==> src/rtl/branch_target_buffer.sv <==
`default_nettype none
// ============================================================================
// Module   : branch_target_buffer
// Brief    : 8-entry fully associative BTB with 2-bit saturating counters,
//            lowest-invalid-first allocation and round-robin replacement.
// Revision : 1.0
// ============================================================================
module branch_target_buffer #(
  parameter logic [1:0] ALLOC_STATE = 2'd2
) (
  input  logic        clk,
  input  logic        rst,
  input  logic        clr,
  input  logic        upd_en,
  input  logic [31:0] upd_pc,
  input  logic [31:0] upd_target,
  input  logic        upd_taken,
  output logic        v1, v2, v3, v4, v5, v6, v7, v8,
  output logic [31:0] A1, A2, A3, A4, A5, A6, A7, A8,
  output logic [31:0] B1, B2, B3, B4, B5, B6, B7, B8,
  output logic [1:0]  s1, s2, s3, s4, s5, s6, s7, s8,
  output logic [3:0]  count
);

  localparam int c_N = 8;

  logic [c_N-1:0] r_v;
  logic [31:0]    r_a [c_N];
  logic [31:0]    r_b [c_N];
  logic [1:0]     r_s [c_N];
  logic [2:0]     r_rr;
  logic [3:0]     r_count;

  logic           w_hit;
  logic [2:0]     w_hit_idx;
  logic           w_free;
  logic [2:0]     w_free_idx;
  logic [2:0]     w_victim;

  // Descending scan so the lowest matching / free index wins.
  always_comb begin
    w_hit      = 1'b0;
    w_hit_idx  = 3'd0;
    w_free     = 1'b0;
    w_free_idx = 3'd0;
    for (int i = c_N - 1; i >= 0; i--) begin
      if (r_v[i] && (r_a[i] == upd_pc)) begin
        w_hit     = 1'b1;
        w_hit_idx = 3'(i);
      end
      if (!r_v[i]) begin
        w_free     = 1'b1;
        w_free_idx = 3'(i);
      end
    end
    w_victim = w_free ? w_free_idx : r_rr;
  end

  always_ff @(posedge clk) begin
    if (rst) begin
      r_v     <= '0;
      r_rr    <= 3'd0;
      r_count <= 4'd0;
      for (int i = 0; i < c_N; i++) begin
        r_a[i] <= 32'd0;
        r_b[i] <= 32'd0;
        r_s[i] <= 2'd0;
      end
    end else if (clr) begin
      r_v     <= '0;
      r_rr    <= 3'd0;
      r_count <= 4'd0;
    end else if (upd_en) begin
      if (w_hit) begin
        if (upd_taken) begin
          if (r_s[w_hit_idx] != 2'd3) r_s[w_hit_idx] <= r_s[w_hit_idx] + 2'd1;
          r_b[w_hit_idx] <= upd_target;
        end else if (r_s[w_hit_idx] != 2'd0) begin
          r_s[w_hit_idx] <= r_s[w_hit_idx] - 2'd1;
        end
      end else if (upd_taken) begin
        r_v[w_victim] <= 1'b1;
        r_a[w_victim] <= upd_pc;
        r_b[w_victim] <= upd_target;
        r_s[w_victim] <= ALLOC_STATE;
        // Only filling a hole grows the table; replacing a live entry steps rr.
        if (w_free) r_count <= r_count + 4'd1;
        else        r_rr    <= r_rr + 3'd1;
      end
    end
  end

  assign {v8, v7, v6, v5, v4, v3, v2, v1} = r_v;
  assign A1 = r_a[0]; assign A2 = r_a[1]; assign A3 = r_a[2]; assign A4 = r_a[3];
  assign A5 = r_a[4]; assign A6 = r_a[5]; assign A7 = r_a[6]; assign A8 = r_a[7];
  assign B1 = r_b[0]; assign B2 = r_b[1]; assign B3 = r_b[2]; assign B4 = r_b[3];
  assign B5 = r_b[4]; assign B6 = r_b[5]; assign B7 = r_b[6]; assign B8 = r_b[7];
  assign s1 = r_s[0]; assign s2 = r_s[1]; assign s3 = r_s[2]; assign s4 = r_s[3];
  assign s5 = r_s[4]; assign s6 = r_s[5]; assign s7 = r_s[6]; assign s8 = r_s[7];
  assign count = r_count;

endmodule
`default_nettype wire
==> config.mk <==
export PLATFORM = sky130hd
export DESIGN_NAME = branch_target_buffer
export DESIGN_NICKNAME = d
export VERILOG_FILES = /design/src/rtl/branch_target_buffer.sv
export SDC_FILE = /design/constraint.sdc
export NUM_CORES = 1
export LEC_CHECK = 0
export BUFFER_PORTS_ARGS = -buffer_cell sky130_fd_sc_hd__clkbuf_2
export CAP_MARGIN = 30
export CORE_MARGIN = 2
export CORE_UTILIZATION = 30
export CTS_BUF_LIST = sky130_fd_sc_hd__clkbuf_4
export CTS_CLUSTER_SIZE = 8
export DETAILED_ROUTE_END_ITERATION = 12
export HOLD_SLACK_MARGIN = 0.15
export PLACE_DENSITY = 0.48
export SLEW_MARGIN = 10
export SYNTH_ARGS = -nofsm -noshare
export SYNTH_HDL_FRONTEND = slang
export SYNTH_SLANG_ARGS = --single-unit
==> constraint.sdc <==
create_clock -name clk -period 7.1 [get_ports clk]
set_input_delay 0.71 -clock clk [delete_from_list [all_inputs] [get_ports clk]]
set_output_delay 0.71 -clock clk [all_outputs]
set_load 0.05 [all_outputs]
==> flow_summary.ini <==
[logic_synthesis]
synthesis.nets = 1892
yosysUniqueCellTypes = 65
yosys_warnings = 0
synth_top_cell_area_share_pct = 63.9
synth-edff-count = 528
syn_avg_cell_area_sq_um = 13.6
syn_inst = 1821
ys_seq_area_share_pct = 65.1
synth.area.top_cells = edfxtp_1 64%, and2_1 13%, xor2_1 8.0%
synth_top_area_cell = edfxtp_1
ys_ff_latch = 543
synth_top_cells_by_count = 528 x edfxtp_1, 512 x and2_1, 227 x xor2_1
ys.flop_type = edfxtp_1
async_flop_share_pct = 0
synth_most_common_cell = edfxtp_1
synth_area_sq_mm = 0.0248

[detailed_routing]
drc = 0
ant_nets = 0
vias_per_cell = 4.82
routed_wl_mm = 99.2
dr.pass1.iters = 5
vias = 17900
wl_per_cell_um = 26.7
drtIter0Drc = 1497

[setup_path]
path_max_fanout = 33
cp.arrival_ns = 5.41
worst_ep_required_time_ns = 7.69
crit_type = flip-flop to flip-flop
end_kind = flip-flop
reg2reg_slack_ns = 2.28
start_kind = flip-flop

[sta]
setup_tns_ns = 0
tightest_slew_ns = 0.927
fin_crit_sh_pct = 67.9
hold_viol_final = 0
skew_ns = 0.0904
maxSlewViolCount = 0
fmax_mhz = 207
grt_setup_unrepaired = no
timing.final.crit_period_ns = 4.82
timing.slew.headroom_pct = 38.2
setup_viol = 0

[power_and_ir_drop]
ir_drop_v = 0.0000899
power.density_mw_per_mm2 = 248
clock_power_share_pct = 39.0
pwr-share-seq_pct = 48.4
power_frac_comb_pct = 12.6
p_leak_nw = 12.9
switching_share_pct = 30.6
p_int_mw = 5.34
switching_power_mw = 2.35

[clocking]
clk_pin_slew_ns = 0.07
tritoncts = done
htreeDepth = 4
clk_path_buf_depth = 3
root_buffer = clkbuf_4
cts_buffers = 153
clk_latency_ns = 1.02
cts_resized = 0
cts_sinks = 543

[floorplan]
coreArea_sq_mm = 0.0820
start_util_pct = 30.3
die_h_um = 292
die_x_um = 292
die_area_sq_mm = 0.0851
ios = 609
std_cell_rows = 105

[min_path]
hp-class = input pin to flip-flop

[grt]
grt_pass1_vias = 18200
grt_remaining_overflow = 0
grt.met3_usage_pct = 5.91
grt_max_degree = 35
antenna_found_initial = 9
grt.met1_usage_pct = 27.7
busiest_layer = met2
use_met2_pct = 38.7
grt_pass1_wl_mm = 137
grtUsageTotal_pct = 22.7

[cells_and_area]
post-route-util_pct = 37.8
drive_gt1_share_pct = 34.8
nNetsFinal = 2582
syn2layout_area_growth_pct = 24.8

[placed_design]
hpwl_mm = 74.1
port_buffers = 608
gp_congestion = 0.902

[job]
max_cap_viol_count = 0

[outcome]
status = finished clean
through the flow:
| stage | total power, mW | cell area, sq um | hold WS, ns | instances | setup WS (ns) |
|---|---|---|---|---|---|
| after floorplan | 4.40 | 24800 | 0.480 | 1821 | 3.17 |
| after global placement | 4.74 | 28600 | 0.509 | 3395 | 1.79 |
| after detailed placement | 4.75 | 28600 | 0.516 | 3397 | 1.64 |
| after CTS | 7.78 | 31000 | 0.157 | 3708 | 2.33 |
| after global routing | 7.98 | 31000 | 0.188 | 3710 | 2.07 |
| final | 7.69 | 31000 | 0.268 | 3711 | 2.28 |
cells in the final DEF (no fill, tap or decap), types with 3 or more instances in the layout:
master,instances
clkinv_1,45
inv_6,6
nor4_2,5
and2_1,512
dlygate4sd3_1,29
a21bo_2,4
clkbuf_2,608
or3_1,6
nand4b_1,9
nand2_1,25
a31o_1,8
edfxtp_1,528
nor2_1,37
nand4_1,27
o21ai_0,3
nor3_1,26
dfxtp_1,15
nor2_2,9
buf_4,17
a2111oi_0,4
mux2i_1,4
xor2_1,227
bufinv_16,3
diode_2,3
a21o_1,10
or2_2,19
xnor2_1,34
clkbuf_4,214
or4_1,6
nand3_1,25
nor4b_1,3
o211ai_1,3
nand2b_1,10
nor4_1,98
inv_1,4
clkinv_2,7
state kept, by name (all words and copies together) (netlist names):
name,flops
count,4
r_a,256
r_b,256
r_rr,3
r_s,16
r_v,8
worst paths after layout:
check | startpoint | to | cells past startpoint
max | r_a[3][30] | r_b[2][31] | 11
min | upd_target[22] | r_b[2][22] | 2
max reg2reg | r_a[3][30] | r_b[2][31] | 11
min reg2reg | count[3] | count[3] | 2
critical path, stage by stage, from the launching register on:
cell      delay (ns)
edfxtp_1        0.46
xor2_1          0.22
nor4_1          0.33
nand4_1         0.16
nor4_1          0.82
nor4_2          0.20
nand2b_1        0.31
or3_1           0.35
nand3_1         0.31
nor2_2          0.17
buf_4           0.32
or2_2           0.76
logic make-up after synthesis:
group	synth area share (%)
mux	0.161
buf+inv	2.91
fa+ha+maj	0.101
compound gates	1.96
xor+xnor	9.21
flops	65.1
simple gates	20.6
metal layers:
layer	wire length, um	vias up	share of wire (%)
met3	6470	148	6.5
met5	24	-	0.024
met2	49600	725	50
met4	3000	4	3.0
li1	-	7937	-
met1	40200	9081	40
what timing repair did:
item | 4_1_cts | 5_1_grt
endpoints found under the hold margin | 178 | 0
hold buffers | 29 | 0
setup endpoints to repair | 0 | 0
setup buffers | 0 | 0
final cells by class:
type / instances / area [sq um]
sequential: 543 / 16200
antenna: 3 / 7.51
clock inverter: 68 / 418
tap: 1070 / 1340
multi-input combinational: 1154 / 7960
clock buffer: 214 / 1610
inverter: 4 / 15.0
timing repair buffer: 655 / 3470
fill: 8123 / 51000
power groups by stage:
stage,Combinational (mW),Sequential (mW),Clock [mW]
after floorplan,0.250,4.15,0
after global placement,0.959,3.79,0
after detailed placement,0.960,3.79,0
after CTS,0.975,3.72,3.08
after global routing,1.00,3.72,3.25
final,0.969,3.72,3.00
No activity file was read; power rests on OpenSTA's default activity.
